`config.mk`:
```
export PLATFORM = sky130hd
export DESIGN_NAME = pipe_stage_reg_flat
export DESIGN_NICKNAME = d
export VERILOG_FILES = /design/src/rtl/pipe_stage_reg_if.sv /design/src/rtl/pipe_stage_reg.sv /design/src/flat_wrapper.sv
export SDC_FILE = /design/constraint.sdc
export NUM_CORES = 1
export LEC_CHECK = 0
export ABC_AREA = 1
export BUFFER_PORTS_ARGS = -buffer_cell sky130_fd_sc_hd__buf_2
export CORE_MARGIN = 4
export CORE_UTILIZATION = 42
export CTS_CLUSTER_DIAMETER = 40
export DETAILED_ROUTE_END_ITERATION = 10
export PLACE_DENSITY = 0.74
export SLEW_MARGIN = 20
export SYNTH_ARGS = -nofsm -noshare
export SYNTH_HDL_FRONTEND = slang
export SYNTH_SLANG_ARGS = --single-unit
```
`constraint.sdc`:
```
create_clock -name clk -period 3.4 [get_ports clk]
set_clock_uncertainty 0.05 [all_clocks]
set_input_delay 0.17 -clock clk [delete_from_list [all_inputs] [get_ports clk]]
set_output_delay 0.17 -clock clk [all_outputs]
set_load 0.005 [all_outputs]
```
`src/rtl/pipe_stage_reg_if.sv`:
```
// rtl/pipe_stage_reg_if.sv - valid/ready/data beat bus between adjacent pipeline stages
//
// Ports (modports):
//   master : drives valid, data; samples ready
//   slave  : samples valid, data; drives ready
// Parameter DATA_W sets the payload width and must match the attached stage.

interface pipe_stage_reg_if #(
    parameter int DATA_W = 96
);
    logic              valid;
    logic              ready;
    logic [DATA_W-1:0] data;

    modport master (output valid, output data, input  ready);
    modport slave  (input  valid, input  data, output ready);
endinterface

```
`src/rtl/pipe_stage_reg.sv`:
```
// rtl/pipe_stage_reg.sv - inter-stage pipeline register with stall, flush and optional skid entry
//
// Carries one payload beat per cycle between two pipeline stages.
// Build option: define PIPE_STAGE_SKID_EN for a two-entry skid buffer whose
// upstream ready is registered (no combinational path from out_ready to in_ready).
// Without it the stage holds a single entry and in_ready depends on out_ready.
//
// Ports:
//   clk           : rising-edge clock
//   rst           : asynchronous active-high reset
//   pipeline_stop : stall, freezes the stage (no accept, no release)
//   flush         : discard held beats, drive BUBBLE_VAL, drop same-cycle input
//   in_bus        : upstream beat (valid/data in, ready out)
//   out_bus       : downstream beat (valid/data out, ready in)
//   occupancy     : number of held beats (0..2 with skid, 0..1 without)

module pipe_stage_reg #(
    parameter int                DATA_W     = 96,
    parameter logic [DATA_W-1:0] BUBBLE_VAL = {DATA_W{1'b0}}
) (
    input  logic                    clk,
    input  logic                    rst,
    input  logic                    pipeline_stop,
    input  logic                    flush,
    pipe_stage_reg_if.slave         in_bus,
    pipe_stage_reg_if.master        out_bus,
    output logic [1:0]              occupancy
);

    typedef enum logic [1:0] {
        EMPTY = 2'd0,
        ONE   = 2'd1,
        FULL  = 2'd2
    } state_t;

    state_t            state_q, state_d;
    logic [DATA_W-1:0] main_q, main_d;
    logic              accept;
    logic              rel;

`ifdef PIPE_STAGE_SKID_EN
    logic [DATA_W-1:0] skid_q, skid_d;

    // Ready comes from registered state only, so out_ready never reaches in_ready.
    assign in_bus.ready = !pipeline_stop && !flush && (state_q != FULL);
`else
    // Single entry: the held beat must leave this cycle before a new one lands.
    assign in_bus.ready = !pipeline_stop && !flush && ((state_q == EMPTY) || out_bus.ready);
`endif

    assign accept        = in_bus.valid && in_bus.ready;
    assign rel           = out_bus.valid && out_bus.ready && !pipeline_stop;
    assign out_bus.valid = (state_q != EMPTY);
    assign out_bus.data  = main_q;
    assign occupancy     = state_q;

    always_ff @(posedge clk or posedge rst) begin
        if (rst) begin
            state_q <= EMPTY;
            main_q  <= BUBBLE_VAL;
`ifdef PIPE_STAGE_SKID_EN
            skid_q  <= BUBBLE_VAL;
`endif
        end else begin
            state_q <= state_d;
            main_q  <= main_d;
`ifdef PIPE_STAGE_SKID_EN
            skid_q  <= skid_d;
`endif
        end
    end

    always_comb begin
        state_d = state_q;
        main_d  = main_q;
`ifdef PIPE_STAGE_SKID_EN
        skid_d  = skid_q;
`endif
        if (flush) begin
            state_d = EMPTY;
            main_d  = BUBBLE_VAL;
`ifdef PIPE_STAGE_SKID_EN
            skid_d  = BUBBLE_VAL;
`endif
        end else if (!pipeline_stop) begin
            // main_q is left untouched when draining so out_data keeps the
            // last released value while out_valid is low.
            case (state_q)
                EMPTY: begin
                    if (accept) begin
                        state_d = ONE;
                        main_d  = in_bus.data;
                    end
                end
                ONE: begin
`ifdef PIPE_STAGE_SKID_EN
                    if (accept && rel) begin
                        main_d = in_bus.data;
                    end else if (accept) begin
                        state_d = FULL;
                        skid_d  = in_bus.data;
                    end else if (rel) begin
                        state_d = EMPTY;
                    end
`else
                    // accept in ONE implies out_ready, hence a same-cycle release
                    if (accept) begin
                        main_d = in_bus.data;
                    end else if (rel) begin
                        state_d = EMPTY;
                    end
`endif
                end
`ifdef PIPE_STAGE_SKID_EN
                FULL: begin
                    if (rel) begin
                        state_d = ONE;
                        main_d  = skid_q;
                    end
                end
`endif
                default: begin
                    state_d = EMPTY;
                end
            endcase
        end
    end

endmodule
```
`src/flat_wrapper.sv`:
```
// flat-port wrapper written by rule: the top's interface ports become plain ports
module pipe_stage_reg_flat 
#(
    parameter int                DATA_W     = 96,
    parameter logic [DATA_W-1:0] BUBBLE_VAL = {DATA_W{1'b0}}
)
  (clk, rst, pipeline_stop, flush, occupancy, in_bus_valid, in_bus_data, in_bus_ready, out_bus_valid, out_bus_data, out_bus_ready);
  pipe_stage_reg_if #(.DATA_W(DATA_W)) in_bus_i ();
  pipe_stage_reg_if #(.DATA_W(DATA_W)) out_bus_i ();
  input  logic clk;
  input  logic rst;
  input  logic pipeline_stop;
  input  logic flush;
  output logic [1:0] occupancy;
  input wire logic [$bits(in_bus_i.valid)-1:0] in_bus_valid;
  input wire logic [$bits(in_bus_i.data)-1:0] in_bus_data;
  output wire logic [$bits(in_bus_i.ready)-1:0] in_bus_ready;
  output wire logic [$bits(out_bus_i.valid)-1:0] out_bus_valid;
  output wire logic [$bits(out_bus_i.data)-1:0] out_bus_data;
  input wire logic [$bits(out_bus_i.ready)-1:0] out_bus_ready;
  assign in_bus_i.valid = in_bus_valid;
  assign in_bus_i.data = in_bus_data;
  assign in_bus_ready = in_bus_i.ready;
  assign out_bus_valid = out_bus_i.valid;
  assign out_bus_data = out_bus_i.data;
  assign out_bus_i.ready = out_bus_ready;
  pipe_stage_reg #(.DATA_W(DATA_W), .BUBBLE_VAL(BUBBLE_VAL)) u_core (.clk(clk), .rst(rst), .pipeline_stop(pipeline_stop), .flush(flush), .in_bus(in_bus_i), .out_bus(out_bus_i), .occupancy(occupancy));
endmodule
```
Yosys cells after proc, flatten, opt, wreduce, memory -nomap -nowiden:

Index checks and enable logic that the tools add are counted.

* register bits after elaboration: 98
* input bits: 102
* output and inout bits: 100
* word-level logic and storage cells: 32

* equal/unequal tests: 5
* muxes and demuxes: 10
* reductions and logical operators: 15

Operator list (number)
* $mux 96: 4
* $mux 2: 5
* $ne 3x2->1 const B: 2
* $reduce_bool 2->1: 3
* $logic_and 1x1->1: 5
* $pmux 2 s2: 1
* $reduce_and 4->1: 1
* $ne 3x3->1 const B: 1
* $reduce_and 3->1: 1
* $eq 2x1->1 const B: 1
* $logic_not 1->1: 2
* $logic_not 2->1: 1
* $ne 2x1->1 const B: 1
* $reduce_or 2->1: 1
* $logic_or 1x1->1: 1

Logic depth before layout (Yosys ltp):

Gate-level depths: netlist of run 1.

* depth after elaboration: 8
* gate-level depth with buffers: 7
* gate-level depth less buffers: 5

Least setup slack after synthesis of run 1:

No wires, ideal clock.

* kind: reg-to-reg
* start: register u_core.state_q[0], in the netlist u_core.occupancy[0]
* end: register u_core.main_q[21], in the netlist u_core.out_bus.data[21]
* library setup time: 118 ps
* arrival time: 1099 ps
* required time: 3232 ps
* slack: 2133 ps
* stages on the path, launching flop included: 7
* buffers on the path: 2
* period minus slack after synthesis: 1267 ps
* cells stage by stage: dfrtp_1 nand2_2 nand3_2 buf_2 buf_6 nand3_1 nand2_1

* longest elaborated chain between the ends: 6
* elaborated cells on any way between the ends: 9
* those cells by class: eq/ne (1); reduce/logical (8)

RTL lines
* start: declaration: RTL line pipe_stage_reg.sv:36 `state_t state_q, state_d;`
* start signal: assignment: RTL line pipe_stage_reg.sv:65 `state_q <= state_d;`
* $logic_not 2->1: RTL line pipe_stage_reg.sv:48, pipe_stage_reg.sv:88
* $logic_or 1x1->1: RTL line pipe_stage_reg.sv:48 `assign in_bus.ready = !pipeline_stop && !flush && ((state_q == EMPTY) || out_bus.ready);`
* $logic_and 1x1->1: RTL line pipe_stage_reg.sv:48
* $logic_and 1x1->1: RTL line pipe_stage_reg.sv:51 `assign accept = in_bus.valid && in_bus.ready;`
* $reduce_bool 2->1 (no source line)
* $reduce_and 3->1 (no source line) (*)
* end signal: assignment: RTL line pipe_stage_reg.sv:66 `main_q <= main_d;`
* end: declaration: RTL line pipe_stage_reg.sv:37 `logic [DATA_W-1:0] main_q, main_d;`

Mark *: on every way between the ends. The rest lies on a longest branch, timed or not.
A chain may end at the register's enable or synchronous reset.

Worst setup path in the final report of run 1:

* start: register u_core.state_q[0], in the netlist u_core.occupancy[0]
* end: output port in_bus_ready

* longest elaborated chain between the ends: 3

RTL lines
* $logic_not 2->1: RTL line pipe_stage_reg.sv:48
* $logic_or 1x1->1: RTL line pipe_stage_reg.sv:48
* $logic_and 1x1->1: RTL line pipe_stage_reg.sv:48
* end: declaration: RTL line flat_wrapper.sv:17 `output wire logic [$bits(in_bus_i.ready)-1:0] in_bus_ready;`

Every way passes these cells.

==> flow_metrics.env, run 1 <==
export IMPL_synthTopCellsByCount="dfrtp_1, nand2_1, nand3_1, nand4_1, clkbuf_1"
export IMPL_drt_iter0_drc=324
export IMPL_synth_edff_count=0
export IMPL_die_area_sq_um=11600
export IMPL_start_kind="flop"
export IMPL_path_cells="nand2_4 -> buf_4 -> and2_1 -> buf_2"
export IMPL_fin_area_sq_um=5490
export IMPL_diodes=0
export IMPL_detailed_place_area_sq_um=5170
export IMPL_core_area_sq_um=9730
export IMPL_cts_sink_count=97
export IMPL_grt_ovfl_total=0
export IMPL_syn_inst=449
export IMPL_fin_nets=728
export IMPL_yosysUniqueCellTypes=17
export IMPL_gp_congestion=0.792
export IMPL_min_from="in_bus_data[94]"
export IMPL_switching_share=0.264
export IMPL_clkPwrFrac=0.310
export IMPL_r2r_start="u_core.occupancy[0]"
export IMPL_final_hold_viol_count=0
export IMPL_max_clock_path_buffers=2
export IMPL_ctsHtreeMaxLevel=3
export IMPL_antenna_found_initial=0
export IMPL_period_needed_ps=2270
export IMPL_slew_violations=0
export IMPL_hold_class="input port to flop"
export IMPL_crit_required_ps=3180
export IMPL_drv_cap=0
export IMPL_dp_hpwl_microns=7780
export IMPL_ir_worst_vdd_v=0.000228
export IMPL_combPwrFrac=0.142
export IMPL_p_int_mw=1.68
export IMPL_fill_cells=892
export IMPL_synth_avg_cell_area_sq_um=9.31
export IMPL_cts_setup_buffers=0
export IMPL_drt_wl_total_microns=12000
export IMPL_synth_top_area_frac=0.580
export IMPL_route_antenna_remaining_nets=0
export IMPL_end_kind="output port"
export IMPL_ioPinCount=202
export IMPL_crit_fanout=68
export IMPL_fin_ws_ps=1130
export IMPL_portBuffers=200
export IMPL_post_cts_resized=0
export IMPL_wire_per_inst_microns=15.8
export IMPL_cpMaxStageDelayCell="buf_4"
export IMPL_synth_top_area_cell="dfrtp_1"
export IMPL_synthTopCellsByArea="dfrtp_1, nand4_1, nand3_1"
export IMPL_crit_start="u_core.occupancy[0]"
export IMPL_fp_row_count=36
export IMPL_cts_tree="built"
export IMPL_p_sw_mw=0.603
export IMPL_pre_cts_slack_ps=1200
export IMPL_path_clk_slew_ps=90
export IMPL_fmax_ghz=0.441
export IMPL_globalRouteTotalUtil=0.204
export IMPL_chipHeight_microns=108
export IMPL_worst_setup_path_type="flop to output port"
export IMPL_dr_pass1_iters=5
export IMPL_cts_buffers=9
export IMPL_power_density_nw_per_um2=416
export IMPL_syn2layout_area_growth_pct=31.3
export IMPL_yosysSeqAreaShare=0.580
export IMPL_yosysWarnings=0
export IMPL_vias_per_cell=5.37
export IMPL_worstSkewPairLatency_ps=350
export IMPL_arrival_ps=2050
export IMPL_ys_ff_latch=97
export IMPL_async_reset_ff_frac=1.00
export IMPL_max_slew_margin=0.302
export IMPL_p_leak_nw=3.22
export IMPL_rsz0062_at_grt="false"
export IMPL_drc=0
export IMPL_grt_max_degree=99
export IMPL_num_vias=4101
export IMPL_cp_top_family="buffers and inverters"
export IMPL_drive_above_1_share=0.359
export IMPL_p_seq_frac=0.547
export IMPL_syn_nets=551
export IMPL_synth_most_common_cell="dfrtp_1"
export IMPL_cts_root_buf="clkbuf_8"
export IMPL_slowest_delay_ps=600
export IMPL_netlist_area_sq_um=4180
export IMPL_setup_tns_final_ps=0
export IMPL_finalSetupViolations=0
export IMPL_fp_dieW_microns=108
export IMPL_run_status="completed"
export IMPL_start_util=0.430
export IMPL_final_period_utilization=0.667
export IMPL_tightest_slew_ps=1050
export IMPL_postCtsHoldBufs=12
export IMPL_grt_pass1_wl_microns=19000
export IMPL_cp_buffers_inverters=2
export IMPL_grt_pass1_vias=3888
export IMPL_rrSetupSlack_ps=1190
export IMPL_ys_flop_type="dfrtp_1"
## sequential cells by signal, indices dropped and copies added, names as in the netlist
register / count
u_core.out_bus.data: 96
u_core.occupancy: 1
## through the flow
stage                      util  power (mW)  instances  hold WS [ps]
after floorplan               -        1.43        449           275
after global placement    0.532        1.58        735           342
after detailed placement  0.532        1.59        735           354
after CTS                 0.563        2.32        762        0.0996
after global routing      0.564        2.41        763          2.88
final                     0.564        2.28        763          21.3
## cells in the final DEF (no fill, tap or decap)
cell,netlist,layout
buf_2,10,199
dfrtp_1,97,97
nand3_1,96,96
nand4_1,96,96
nand2_1,96,96
dlygate4sd3_1,0,13
clkbuf_8,0,9
buf_4,4,6
a21oi_1,3,3
clkinv_2,0,3
clkinvlp_4,0,2
inv_1,2,1
nand2_4,0,1
nor2_4,1,1
nand3_4,0,1
inv_2,1,1
and2_1,1,1
inv_4,0,1
conb_1,1,1
bufinv_16,0,1
buf_12,0,1
## worst min-delay path: cells and delay by family
kind,cells,cell delay [ps]
buffers and inverters,1,80
and+or+nand+nor,2,150
## cells by family after synthesis
family / synth area share
other: 0.000897
flip-flops: 0.580
AND/OR/NAND/NOR: 0.353
buffers and inverters: 0.0622
AO/OA/AOI/OAI: 0.00359
## layer usage
| layer | global-route usage | part of all wire | vias up |
|---|---|---|---|
| li1 | - | - | 1949 |
| met1 | 0.279 | 0.43 | 1929 |
| met2 | 0.318 | 0.46 | 203 |
| met3 | 0.0396 | 0.081 | 20 |
| met4 | 0.0839 | 0.023 | 0 |
| met5 | 0 | 0 | - |
## final timing paths
path / endpoint / cells after the start
setup reg to reg: u_core.out_bus.data[31] / 4
hold / removal: u_core.out_bus.data[94] / 3
setup / recovery: in_bus_ready / 4
min in group asynchronous: u_core.out_bus.data[90] / 3
max in group asynchronous: u_core.out_bus.data[44] / 4
hold reg to reg: u_core.out_bus.data[33] / 2
## power by group through the flow
stage | logic (mW) | clock network [mW] | registers [mW]
6_report | 0.325 | 0.708 | 1.25
5_1_grt | 0.364 | 0.793 | 1.26
4_1_cts | 0.329 | 0.741 | 1.25
3_5_place_dp | 0.318 | 0 | 1.27
3_3_place_gp | 0.313 | 0 | 1.27
2_1_floorplan | 0.153 | 0 | 1.27
## area by class of cell
| type | instances | area, sq um | area share |
|---|---|---|---|
| inverter | 3 | 13.8 | 0.00251 |
| timing repair buffer | 219 | 1190 | 0.217 |
| multi-input combinational | 296 | 1510 | 0.274 |
| clock buffer | 9 | 124 | 0.0226 |
| sequential | 97 | 2430 | 0.442 |
| tap | 133 | 166 | 0.0303 |
| clock inverter | 6 | 60.1 | 0.0109 |
(Power assumes the default switching activity.)
==> inputs of run 2 (changes only) <==
PLACE_DENSITY = 0.77   (was 0.74)
clock period = 2 ns   (was 3.4 ns; I/O delays follow)
==> run 2 against run 1 <==
Effect of this change:
- utilization increased by 9.7 points
- non-clock buffer count rose by 89
- worst setup slack got worse by 860 ps
- total power rose by 84%
- cell count is 12% higher
- register-to-register slack worse by 690 ps
- sequential power is 70% higher
- sequential share of layout area shrank 6.5 points
- count of clock-buffer cells in the layout is 3 higher
- critical endpoint unchanged
- critical path type unchanged
- largest cell class unchanged
- routed wire length rose by 24%
==> flow_metrics.env, run 2 (synthesis gave the netlist of run 1 again) <==
export IMPL_run_status="completed"
export IMPL_arrival_ps=1580
export IMPL_period_needed_ps=1730
export IMPL_cts_sink_count=97
export IMPL_post_cts_resized=0
export IMPL_grt_pass1_vias=4604
export IMPL_drive_above_1_share=0.318
export IMPL_grt_pass1_wl_microns=23300
export IMPL_drv_cap=0
export IMPL_max_clock_path_buffers=2
export IMPL_mostFrequentLayoutCells="buf_2, dlygate4sd3_1, dfrtp_1"
export IMPL_worst_setup_path_type="flop to output port"
export IMPL_cts_root_buf="clkbuf_8"
export IMPL_wire_per_inst_microns=17.5
export IMPL_finalSetupViolations=0
export IMPL_tightest_slew_ps=571
export IMPL_ctsHtreeMaxLevel=3
export IMPL_drt_wl_total_microns=14900
export IMPL_ir_worst_vdd_v=0.000371
export IMPL_grt_ovfl_total=0
export IMPL_worstSkewPairLatency_ps=350
export IMPL_setup_tns_final_ps=0
export IMPL_max_slew_margin=0.620
export IMPL_end_kind="output port"
export IMPL_fp_dieW_microns=108
export IMPL_final_common_cell="buf_2"
export IMPL_start_util=0.430
export IMPL_final_hold_viol_count=0
export IMPL_drc=0
export IMPL_ioPinCount=202
export IMPL_gp_congestion=0.729
export IMPL_route_antenna_remaining_nets=0
export IMPL_fin_nets=817
export IMPL_drt_iter0_drc=509
export IMPL_chipHeight_microns=108
export IMPL_fill_cells=733
export IMPL_power_density_nw_per_um2=654
export IMPL_crit_required_ps=1850
export IMPL_start_kind="flop"
export IMPL_cts_setup_buffers=0
export IMPL_grt_max_degree=98
export IMPL_portBuffers=200
export IMPL_hold_class="input port to flop"
export IMPL_crit_fanout=39
export IMPL_core_area_sq_um=9730
export IMPL_path_clk_slew_ps=90
export IMPL_dr_pass1_iters=6
export IMPL_vias_per_cell=5.56
export IMPL_power_mw=4.21
export IMPL_cts_tree="built"
export IMPL_cts_buffers=9
export IMPL_fp_row_count=36
export IMPL_globalRouteTotalUtil=0.255
export IMPL_largest_register_ffs=96
export IMPL_final_period_utilization=0.865
export IMPL_rsz0062_at_grt="false"
export IMPL_antenna_found_initial=1
export IMPL_slew_violations=0
export IMPL_num_vias=4742
export IMPL_dp_hpwl_microns=8170
export IMPL_postCtsHoldBufs=97
export IMPL_syn2layout_area_growth_pct=53.9
export IMPL_die_area_sq_um=11600
export IMPL_p_leak_nw=3.62
export IMPL_fmax_ghz=0.578
==> run 2: per-layer routing <==
layer / track usage / routed length (microns) / up-vias
met5: 0 / 7 / -
met4: 0.128 / 528 / 2
met3: 0.0546 / 1390 / 51
met2: 0.423 / 7250 / 313
met1: 0.314 / 5740 / 2247
li1: - / - / 2129
==> run 2: path summary, 6_finish.rpt <==
kind | startpoint | to | slack [ps] | cells past startpoint
max | u_core.occupancy[0] | in_bus_ready | 270 | 4
min | pipeline_stop | u_core.occupancy[0] | 50 | 3
max reg2reg | u_core.occupancy[0] | u_core.out_bus.data[52] | 500 | 4
min reg2reg | u_core.out_bus.data[18] | u_core.out_bus.data[18] | 450 | 2
max in group asynchronous | rst | u_core.out_bus.data[67] | 1070 | 4
min in group asynchronous | rst | u_core.out_bus.data[43] | 370 | 4
==> run 2: power breakdown <==
group | switching [mW] | internal [mW]
registers | 0.0611 | 2.06
logic | 0.375 | 0.349
clock network | 0.631 | 0.732
total | 1.07 | 3.14
==> run 2: cell type report <==
| cell class | count | area (sq um) | share of cell area |
|---|---|---|---|
| clock inverters | 3 | 65.1 | 0.0101 |
| repair buffers | 308 | 2110 | 0.327 |
| diodes | 1 | 2.50 | 0.000389 |
| multi-input cells | 296 | 1510 | 0.234 |
| clock buffers | 12 | 145 | 0.0226 |
| well taps | 133 | 166 | 0.0259 |
| inverters | 3 | 15.0 | 0.00233 |
| flip-flops and latches | 97 | 2430 | 0.377 |
==> run 2: per-stage QoR <==
step	util	area, sq um	std cells	setup WS [ps]	hold WS [ps]
global placement	0.540	5250	740	614	238
CTS	0.661	6430	852	228	21.9
finish	0.661	6430	853	269	50.0
detailed placement	0.540	5250	740	563	247
global route	0.661	6430	852	126	58.1
floorplan	-	4190	449	702	205
==> run 2: critical path: stages, from the launching register on <==
cell and delay, ps:
dfrtp_1 450, nand2_4 130, buf_4 360, and2_1 180
buf_2 100
==> inputs of run 3 (changes only) <==
RECOVER_POWER = 25   (was unset)
==> run 3 against run 2 <==
Effect of this change:
- clock power about the same
- combinational power is 1% lower
- critical path depth did not move
- largest power group unchanged
- sequential share of layout area rose by 0.081 points
- cell area is 0.21% lower
- hold slack worse by 2.8 ps
==> flow_metrics.env, run 3 (synthesis gave the netlist of run 1 again) <==
export IMPL_rr_endpoint="u_core.out_bus.data[52]"
export IMPL_crit_fanout=39
export IMPL_drv_cap=0
export IMPL_start_util=0.430
export IMPL_grt_pass1_wl_microns=23300
export IMPL_drt_iter0_drc=403
export IMPL_power_density_nw_per_um2=654
export IMPL_grt_pass1_vias=4604
export IMPL_fin_nets=817
export IMPL_fp_row_count=36
export IMPL_final_period_utilization=0.871
export IMPL_crit_end="in_bus_ready"
export IMPL_dr_pass1_iters=8
export IMPL_cts_sink_count=97
export IMPL_reg2regPathDepth=4
export IMPL_dp_hpwl_microns=8170
export IMPL_grt_ovfl_total=0
export IMPL_slew_violations=0
export IMPL_portBuffers=200
export IMPL_arrival_ps=1590
export IMPL_grt_max_degree=98
export IMPL_gp_congestion=0.729
export IMPL_multi_input_area_sq_um=1510
export IMPL_wire_per_inst_microns=17.3
export IMPL_final_hold_viol_count=0
export IMPL_syn2layout_area_growth_pct=53.6
export IMPL_finalSetupViolations=0
export IMPL_p_leak_nw=3.62
export IMPL_period_needed_ps=1740
export IMPL_drc=0
export IMPL_cts_setup_buffers=0
export IMPL_r2r_start="u_core.occupancy[0]"
export IMPL_mostFrequentLayoutCells="buf_2, dlygate4sd3_1, dfrtp_1"
export IMPL_globalRouteTotalUtil=0.255
export IMPL_fmax_ghz=0.574
export IMPL_vias_per_cell=5.55
export IMPL_antenna_found_initial=1
export IMPL_rrSetupSlack_ps=500
export IMPL_use_met3=0.0546
export IMPL_fp_dieW_microns=108
export IMPL_worstSkewPairLatency_ps=350
export IMPL_hold_class="input port to flop"
export IMPL_seqCellArea_sq_um=2430
export IMPL_rsz0062_at_grt="false"
export IMPL_fill_cells=735
export IMPL_die_area_sq_um=11600
export IMPL_met2_usage=0.423
export IMPL_run_status="completed"
export IMPL_grt_busiest_layer="met2"
export IMPL_route_antenna_remaining_nets=0
export IMPL_tightest_slew_ps=1290
export IMPL_end_kind="output port"
export IMPL_crit_required_ps=1850
export IMPL_max_slew_margin=0.137
export IMPL_max_clock_path_buffers=2
export IMPL_ctsHtreeMaxLevel=3
export IMPL_final_common_cell="buf_2"
export IMPL_worst_setup_path_type="flop to output port"
export IMPL_drive_above_1_share=0.317
export IMPL_drt_wl_total_microns=14800
export IMPL_chipHeight_microns=108
export IMPL_setup_tns_final_ps=0
export IMPL_ir_worst_vdd_v=0.000373
export IMPL_ioPinCount=202
export IMPL_cts_tree="built"
export IMPL_crit_start="u_core.occupancy[0]"
export IMPL_largest_register_ffs=96
export IMPL_path_clk_slew_ps=90
export IMPL_cts_root_buf="clkbuf_8"
export IMPL_cts_buffers=9
export IMPL_power_mw=4.20
export IMPL_start_kind="flop"
export IMPL_met1_usage=0.314
export IMPL_num_vias=4734
export IMPL_core_area_sq_um=9730
## run 3: cell count changes in the layout (fill, tap and decap cells not counted)
cell      previous run  this run
clkbuf_1             2         3
buf_2              199       198
clkbuf_4             0         1
buf_12               4         3
## run 3: metrics by stage
stage	hold slack, ps	utilization	area (sq um)	std cells	setup WS [ps]
2_1_floorplan	205	-	4190	449	702
3_3_place_gp	238	0.540	5250	740	614
3_5_place_dp	247	0.540	5250	740	563
4_1_cts	21.9	0.661	6430	852	228
5_1_grt	58.1	0.660	6420	852	94.4
6_report	47.2	0.660	6420	853	258
## run 3: critical path: stages (launching register included)
cell and delay, ps:
dfrtp_1 450, nand2_4 130, buf_4 370, and2_1 180
buf_2 100
## run 3: final cells by class
class	instances	share of cell area
antenna	1	0.000390
clock buffer	12	0.0226
clock inverter	3	0.0101
inverter	3	0.00234
multi-input combinational	296	0.235
sequential	97	0.378
tap	133	0.0259
timing repair buffer	308	0.326
## run 3: repair_timing
item	CTS	global route
hold buffers	97	0
endpoints found under the hold margin	193	0
resized for setup	0	0
## run 3: worst min-delay path by stage
| stage | from | endpoint | slack (ps) | cells after the start |
|---|---|---|---|---|
| finish | pipeline_stop | u_core.occupancy[0] | 50 | 3 |
| global route | pipeline_stop | u_core.occupancy[0] | 60 | 3 |
| CTS | pipeline_stop | u_core.occupancy[0] | 20 | 3 |
| floorplan | in_bus_data[10] | u_core.out_bus.data[10] | 210 | 2 |
| detailed placement | rst | u_core.out_bus.data[33] | 250 | 3 |
| global placement | rst | u_core.out_bus.data[41] | 240 | 3 |
## run 3: metal layers
metal,up-vias,wire (microns)
met2,315,7200
li1,2131,-
met3,55,1400
met1,2231,5590
met4,2,583
met5,-,7
## run 3: power by group
part	leakage (nW)	internal (mW)	total, mW	switching (mW)
clock network	0.106	0.732	1.36	0.628
registers	1.31	2.06	2.12	0.0611
logic	2.20	0.345	0.717	0.372
total	3.62	3.14	4.20	1.06
